$ cat src/rtl/bitty_fetch_ctrl.sv
// bitty_fetch_ctrl
//
// Instruction sequencer in front of the bitty core. It walks the program
// counter from a start address to an inclusive end address, wrapping modulo
// 2^ADDR_W. For each instruction it:
//   - reads the word from a synchronous program memory,
//   - presents it to bitty on d_instr with run held high,
//   - waits for done and captures d_out,
//   - counts the retired instruction.
// A watchdog moves the block to ERROR if bitty never signals done. abort
// returns the block to IDLE from any state.
//
// Ports:
//   clk, reset            clock, synchronous active-high reset
//   start, abort          begin a program / return to idle
//   start_addr, end_addr  program range, sampled with start
//   mem_addr, mem_rd      program-memory read request
//   mem_data              read data, valid the cycle after mem_rd
//   d_instr, run          instruction and run level to bitty
//   done, d_out           completion and result from bitty
//   result                d_out captured on done
//   pc                    address of the current instruction
//   retired               instructions completed since start (wraps)
//   busy, halted, error   status flags

module bitty_fetch_ctrl #(
    parameter int ADDR_W   = 8,
    parameter int MAX_WAIT = 64
) (
    input  logic              clk,
    input  logic              reset,
    input  logic              start,
    input  logic              abort,
    input  logic [ADDR_W-1:0] start_addr,
    input  logic [ADDR_W-1:0] end_addr,
    output logic [ADDR_W-1:0] mem_addr,
    output logic              mem_rd,
    input  logic [15:0]       mem_data,
    output logic [15:0]       d_instr,
    output logic              run,
    input  logic              done,
    input  logic [15:0]       d_out,
    output logic [15:0]       result,
    output logic [ADDR_W-1:0] pc,
    output logic [15:0]       retired,
    output logic              busy,
    output logic              halted,
    output logic              error
);

    localparam int WAIT_W = $clog2(MAX_WAIT);
    localparam logic [WAIT_W-1:0] WAIT_LAST = WAIT_W'(MAX_WAIT - 1);

    typedef enum logic [2:0] {
        S_IDLE,
        S_FETCH,
        S_LOAD,
        S_EXEC,
        S_RETIRE,
        S_HALT,
        S_ERROR
    } state_t;

    state_t            state_q, state_d;
    logic [ADDR_W-1:0] pc_q, pc_d;
    logic [ADDR_W-1:0] end_q, end_d;
    logic [ADDR_W-1:0] mem_addr_q, mem_addr_d;
    logic [15:0]       d_instr_q, d_instr_d;
    logic [15:0]       result_q, result_d;
    logic [15:0]       retired_q, retired_d;
    logic [WAIT_W-1:0] wait_q, wait_d;

    always_ff @(posedge clk) begin
        if (reset) begin
            state_q    <= S_IDLE;
            pc_q       <= '0;
            end_q      <= '0;
            mem_addr_q <= '0;
            d_instr_q  <= '0;
            result_q   <= '0;
            retired_q  <= '0;
            wait_q     <= '0;
        end else begin
            state_q    <= state_d;
            pc_q       <= pc_d;
            end_q      <= end_d;
            mem_addr_q <= mem_addr_d;
            d_instr_q  <= d_instr_d;
            result_q   <= result_d;
            retired_q  <= retired_d;
            wait_q     <= wait_d;
        end
    end

    always_comb begin
        state_d    = state_q;
        pc_d       = pc_q;
        end_d      = end_q;
        mem_addr_d = mem_addr_q;
        d_instr_d  = d_instr_q;
        result_d   = result_q;
        retired_d  = retired_q;
        wait_d     = wait_q;

        // abort outranks start, so it also blocks a restart from HALT/ERROR
        // and leaves every datapath register untouched.
        if (abort) begin
            state_d = S_IDLE;
        end else begin
            case (state_q)
                S_IDLE, S_HALT, S_ERROR: begin
                    if (start) begin
                        pc_d       = start_addr;
                        end_d      = end_addr;
                        retired_d  = '0;
                        // The read address is loaded on entry to FETCH, so
                        // it equals pc during FETCH and holds afterwards.
                        mem_addr_d = start_addr;
                        state_d    = S_FETCH;
                    end
                end
                S_FETCH: begin
                    state_d = S_LOAD;
                end
                S_LOAD: begin
                    d_instr_d = mem_data;
                    wait_d    = '0;
                    state_d   = S_EXEC;
                end
                S_EXEC: begin
                    // done is checked first so it wins over the last
                    // watchdog cycle.
                    if (done) begin
                        result_d = d_out;
                        state_d  = S_RETIRE;
                    end else if (wait_q == WAIT_LAST) begin
                        state_d = S_ERROR;
                    end else begin
                        wait_d = wait_q + WAIT_W'(1);
                    end
                end
                S_RETIRE: begin
                    retired_d = retired_q + 16'd1;
                    if (pc_q == end_q) begin
                        state_d = S_HALT;
                    end else begin
                        pc_d       = pc_q + ADDR_W'(1);
                        mem_addr_d = pc_q + ADDR_W'(1);
                        state_d    = S_FETCH;
                    end
                end
                default: begin
                    state_d = S_IDLE;
                end
            endcase
        end
    end

    assign mem_addr = mem_addr_q;
    assign mem_rd   = (state_q == S_FETCH);
    assign run      = (state_q == S_EXEC);
    assign d_instr  = d_instr_q;
    assign result   = result_q;
    assign pc       = pc_q;
    assign retired  = retired_q;
    assign busy     = (state_q == S_FETCH) || (state_q == S_LOAD) ||
                      (state_q == S_EXEC)  || (state_q == S_RETIRE);
    assign halted   = (state_q == S_HALT);
    assign error    = (state_q == S_ERROR);

endmodule

$ cat config.mk
export PLATFORM = sky130hd
export DESIGN_NAME = bitty_fetch_ctrl
export DESIGN_NICKNAME = d
export VERILOG_FILES = /design/src/rtl/bitty_fetch_ctrl.sv
export SDC_FILE = /design/constraint.sdc
export NUM_CORES = 1
export LEC_CHECK = 0
export CAP_MARGIN = 20
export CORE_MARGIN = 5
export CORE_UTILIZATION = 38
export DETAILED_ROUTE_END_ITERATION = 10
export PLACE_DENSITY = 0.69
export REMOVE_ABC_BUFFERS = 1
export SYNTH_ARGS = -nofsm -noshare
export SYNTH_HDL_FRONTEND = slang
export SYNTH_SLANG_ARGS = --single-unit
$ cat constraint.sdc
create_clock -name clk -period 2.5 [get_ports clk]
set_input_delay 0.625 -clock clk [delete_from_list [all_inputs] [get_ports clk]]
set_output_delay 0.625 -clock clk [all_outputs]
set_load 0.1 [all_outputs]
Word-level counts from Yosys, hierarchy flattened
Cells that the tools add are included.
Widths: inputs -> output; s select.
{ "classes": {"n_eq_ne": 13, "reduce_logical": 15, "bitwise": 1, "muxes": 13, "addsub": 3} }
{ "op_table": {"columns": ["cell", "n"], "rows": [
  ["$pmux 16 s2", 1],
  ["$add 16x1->16 const B", 1],
  ["$mux 16", 1],
  ["$mux 8", 2],
  ["$pmux 8 s2", 1],
  ["$pmux 3 s5", 1],
  ["$mux 3", 4],
  ["$mux 6", 2],
  ["$pmux 6 s2", 1],
  ["$eq 3x3->1 const B", 3],
  ["$reduce_and 3->1", 3],
  ["$add 8x1->8 const B", 1],
  ["$eq 8x8->1", 1],
  ["$ne 2x2->1 const B", 4],
  ["$reduce_and 4->1", 2],
  ["$add 6x1->6 const B", 1],
  ["$eq 3x2->1 const B", 2],
  ["$eq 6x6->1 const B", 1],
  ["$reduce_and 2->1", 2],
  ["$reduce_bool 2->1", 2],
  ["$eq 3x1->1 const B", 1],
  ["$logic_not 3->1", 1],
  ["$logic_or 1x1->1", 3],
  ["$ne 3x1->1 const B", 1],
  ["3 further kinds", 3]
]} }
{ "totals": {"out_inout_bits": 69, "elab_cells": 52, "regBits": 73, "in_bits": 53} }

Longest topological paths before layout
{ "logic_depth": {"word_depth": 4, "depth_mapped": 8, "ltp_nobuf": 6} }

Worst setup path after synthesis
Ideal clock, no wire load.
{ "synth_path": {"path_kind": "reg2out", "startpoint": "register state_q[0]", "endpoint": "output mem_rd", "n_path_buf": 2, "stages_incl_launch_ff": 4, "t_arrival_ns": 2.994, "path_slack_ns": -1.119, "cell_sequence": "dfxtp_1 buf_2 buf_1 nor3b_1"} }
{ "synth_via": {"elab_chain_cells": 1} }
{ "synth_rtl": {"columns": ["item", "line_no", "text"], "rows": [
  ["from (decl)", "64", "state_t state_q, state_d;"],
  ["from (signal assigned)", "84", "state_q <= state_d;"],
  ["$eq 3x1->1", "160", "assign mem_rd = (state_q == S_FETCH);"],
  ["to (decl)", "37", "output logic mem_rd,"]
]} }
No other way between the ends.

Final worst setup path
{ "layout_path": {"startpoint": "register state_q[1]", "endpoint": "output run"} }
{ "layout_via": {"elab_chain_cells": 1} }
{ "layout_rtl": {"columns": ["item", "line_no", "text"], "rows": [
  ["$eq 3x2->1", "161", "assign run = (state_q == S_EXEC);"],
  ["to (decl)", "40", "output logic run,"]
]} }
No other way between the ends.

==> run_summary.xml <==
<?xml version="1.0" encoding="UTF-8"?>
<metrics>
  <group name="floorplan">
    <metric name="num_rows" unit="">34</metric>
    <metric name="core_area" unit="mm2">0.00876</metric>
    <metric name="chipWidth" unit="um">105</metric>
    <metric name="starting_utilization_of_the_core_area" unit="">0.392</metric>
    <metric name="die-height" unit="um">105</metric>
    <metric name="io_pins" unit="">122</metric>
    <metric name="die-area" unit="mm2">0.0110</metric>
  </group>
  <group name="cells_and_area">
    <metric name="layout.area.seq" unit="mm2">0.00146</metric>
    <metric name="area.growth.synth_to_final" unit="%">39.3</metric>
    <metric name="finish.utilization" unit="">0.546</metric>
    <metric name="filler_cell_count" unit="">827</metric>
    <metric name="multi_input_area" unit="mm2">0.00176</metric>
    <metric name="post_route_cells_drive_above_1_share" unit="">0.200</metric>
    <metric name="layout.nets" unit="">591</metric>
    <metric name="antennaDiodeCount" unit="">0</metric>
  </group>
  <group name="logic_synthesis">
    <metric name="synth_area" unit="mm2">0.00344</metric>
    <metric name="synth_enable_flop_cells" unit="">0</metric>
    <metric name="sequential_cell_area_fraction_in_the_yosys_report" unit="">0.425</metric>
    <metric name="syn_avg_cell_area" unit="um2">8.10</metric>
    <metric name="synthesis.yosys.warnings" unit="">0</metric>
    <metric name="yosysUniqueCellTypes" unit="">53</metric>
    <metric name="netlist_instances" unit="">424</metric>
    <metric name="primary_flip_flop_cell_chosen_by_synthesis_mapping" unit="">dfxtp_1</metric>
    <metric name="ys_async_sr_fraction" unit="">0</metric>
    <metric name="ys_seq_elements" unit="">73</metric>
  </group>
  <group name="clocking">
    <metric name="clockBufferDepth" unit="">2</metric>
    <metric name="worstSkewPairLatency" unit="ns">0.33</metric>
    <metric name="ctsHoldBuffers" unit="">0</metric>
    <metric name="cts.htree.levels" unit="">3</metric>
    <metric name="clk_pin_slew" unit="ns">0.08</metric>
    <metric name="clockRootBuffer" unit="">clkbuf_8</metric>
    <metric name="clock_buffer_count_from_cts" unit="">9</metric>
    <metric name="cts_num_sinks" unit="">73</metric>
    <metric name="post-cts-setup-buffer-count" unit="">0</metric>
    <metric name="post_cts_resize_count" unit="">0</metric>
    <metric name="tritoncts" unit="">yes</metric>
  </group>
  <group name="critical_path">
    <metric name="crit_path_start_kind" unit="">flop</metric>
    <metric name="critical_path.endpoint_type" unit="">output port</metric>
    <metric name="cp_data_required_time" unit="ns">1.88</metric>
    <metric name="path_class" unit="">flop to output port</metric>
    <metric name="worst-r2r-cell-count" unit="">6</metric>
    <metric name="critPathMaxFanout" unit="">13</metric>
    <metric name="worst_ep_arrival_time" unit="ns">1.70</metric>
  </group>
  <group name="worst_hold_path">
    <metric name="hold_critical_path_depth" unit="">2</metric>
    <metric name="timing.hold.worst.class" unit="">flop to flop</metric>
  </group>
  <group name="power">
    <metric name="total_power" unit="uW">2610</metric>
    <metric name="power_per_cell_area" unit="mW/mm2">545</metric>
    <metric name="p_leak" unit="uW">0.00185</metric>
    <metric name="irDropWorstVdd" unit="mV">0.272</metric>
  </group>
  <group name="sta">
    <metric name="final.min_clock_period" unit="ns">2.33</metric>
    <metric name="rsz_0062_raised_after_global_routing" unit="">false</metric>
    <metric name="finalWorstSetupSlack" unit="ns">0.174</metric>
    <metric name="maxClockFrequency" unit="MHz">430</metric>
    <metric name="tightestPinTransition" unit="ns">0.593</metric>
    <metric name="hold-worst-slack" unit="ns">0.457</metric>
    <metric name="relSlewSlack" unit="">0.605</metric>
    <metric name="finalCritPeriodShare" unit="">0.930</metric>
    <metric name="hold_violations" unit="">0</metric>
    <metric name="slew_violations" unit="">0</metric>
    <metric name="setup_viol" unit="">0</metric>
    <metric name="clock-skew-final" unit="ns">0.0109</metric>
  </group>
  <group name="routing">
    <metric name="drt_iter0_drc" unit="">142</metric>
    <metric name="routed_wire_length_per_instance" unit="um">14.3</metric>
    <metric name="avgViaCountPerCell" unit="">5.11</metric>
    <metric name="final_antenna_net_count" unit="">0</metric>
    <metric name="via_count" unit="">3304</metric>
    <metric name="route.final.wire_length" unit="um">9280</metric>
    <metric name="drt_drc_violations_left" unit="">0</metric>
    <metric name="first_pass_iters" unit="">6</metric>
  </group>
  <group name="outcome">
    <metric name="outcome" unit="">finished clean</metric>
  </group>
  <group name="global_routing">
    <metric name="grt.overflow.total" unit="">0</metric>
    <metric name="antenna_found_initial" unit="">0</metric>
    <metric name="track_usage" unit="">0.163</metric>
    <metric name="grt_pass1_vias" unit="">3188</metric>
    <metric name="wire_length_of_the_first_global_routing_pass" unit="um">15400</metric>
    <metric name="grt_start_max_net_pins" unit="">29</metric>
  </group>
  <group name="place">
    <metric name="portBuffers" unit="">121</metric>
    <metric name="preCtsSetupSlack" unit="ns">0.0113</metric>
    <metric name="hpwl" unit="um">6980</metric>
    <metric name="place.gp.congestion" unit="">0.783</metric>
  </group>
  <group name="job">
    <metric name="number_of_maximum_capacitance_violations" unit="">0</metric>
  </group>
</metrics>
## cell type report
type | instances | share of cell area
clock buffers | 10 | 0.0288
clock inverters | 5 | 0.0118
inverters | 7 | 0.00549
multi-input cells | 310 | 0.368
flip-flops and latches | 73 | 0.305
well taps | 108 | 0.0282
repair buffers | 134 | 0.252
## placed cells by master, fill, tap and decap left out, drive strengths merged, types with 2 or more instances in the layout
cell / n
nor2b: 3
clkbuf: 10
nor4: 3
mux2i: 9
buf: 83
inv: 7
nand4: 5
clkinv: 3
and2: 8
nor2: 36
a31oi: 5
o21ai: 10
a21oi: 51
o31ai: 5
nor3: 9
nor3b: 2
a211oi: 8
ha: 3
or3: 5
xor2: 9
a2111oi: 3
nand3: 12
nand2b: 4
a31o: 2
o311ai: 4
or4: 3
nand3b: 2
nand2: 82
and3: 3
clkdlybuf4s50: 51
or2: 2
and4: 2
xnor2: 12
dfxtp: 73
## critical path, cell delays in order, from the launching register on
cell	delay [ns]
dfxtp_1	0.63
nand3b_1	0.33
inv_1	0.21
buf_12	0.19
## final timing paths
path,startpoint,end,slack [ns]
worst max-delay path,state_q[1]$_SDFFE_PP0P_,run,0.17
worst min-delay path,d_instr[8]$_SDFFE_PP0P_,d_instr[8]$_SDFFE_PP0P_,0.46
worst max register to register,state_q[1]$_SDFFE_PP0P_,mem_addr[4]$_SDFFE_PP0P_,0.41
worst min register to register,d_instr[8]$_SDFFE_PP0P_,d_instr[8]$_SDFFE_PP0P_,0.46
## cell usage after synthesis (all sizes together), types with 2 or more instances
master	n	share of area
nor4	3	0.0055
o311ai	4	0.010
and2	8	0.015
nand3b	2	0.0044
xnor2	12	0.031
a31o	2	0.0051
nand2	82	0.090
xor2	9	0.023
and4	2	0.0058
nand2b	4	0.0073
or2	2	0.0044
nor2	36	0.042
and3	3	0.0055
o31ai	5	0.011
nor3	9	0.015
nor3b	2	0.0044
nor2b	3	0.0062
a2111oi	3	0.0076
inv	7	0.0076
clkbuf	15	0.016
or4	3	0.0066
mux2i	9	0.026
a31oi	5	0.0091
nand3	12	0.019
a211oi	8	0.017
ha	3	0.011
a21oi	51	0.074
nand4	5	0.013
dfxtp	73	0.43
or3	5	0.0091
o21ai	10	0.016
buf	19	0.038
## cell families after synthesis
kind of cell	after synthesis	synth area share
mux	9	0.0262
flops	73	0.425
xor+xnor	21	0.0535
compound gates	95	0.168
fa+ha+maj	3	0.0109
buf+inv	41	0.0615
simple gates	182	0.255
## state kept, by name (all words and copies together) (netlist names)
name	flops
state_q	3
wait_q	6
mem_addr	8
result	16
retired	16
end_q	8
d_instr	16
## through the flow
step,TNS [ns],cell area [um2],cells
after global routing,0,4790,647
after global placement,0,4590,632
after CTS,0,4790,647
after floorplan,-4.44,3250,390
final,0,4790,647
after detailed placement,0,4590,632
## where the power goes
group,switching [uW],internal [uW],leakage [uW]
Sequential,33.3,1180,0.000590
Clock,430,481,0.0000981
Combinational,307,173,0.00116
## layer usage
metal | share of wire | global-route usage | routed length, um | up-vias
met5 | 0 | 0 | 0 | -
met4 | 0.017 | 0.0511 | 160 | 0
met3 | 0.045 | 0.0339 | 420 | 12
met2 | 0.49 | 0.267 | 4540 | 82
met1 | 0.45 | 0.216 | 4160 | 1538
li1 | - | - | - | 1672
No activity file was read; power rests on OpenSTA's default activity.
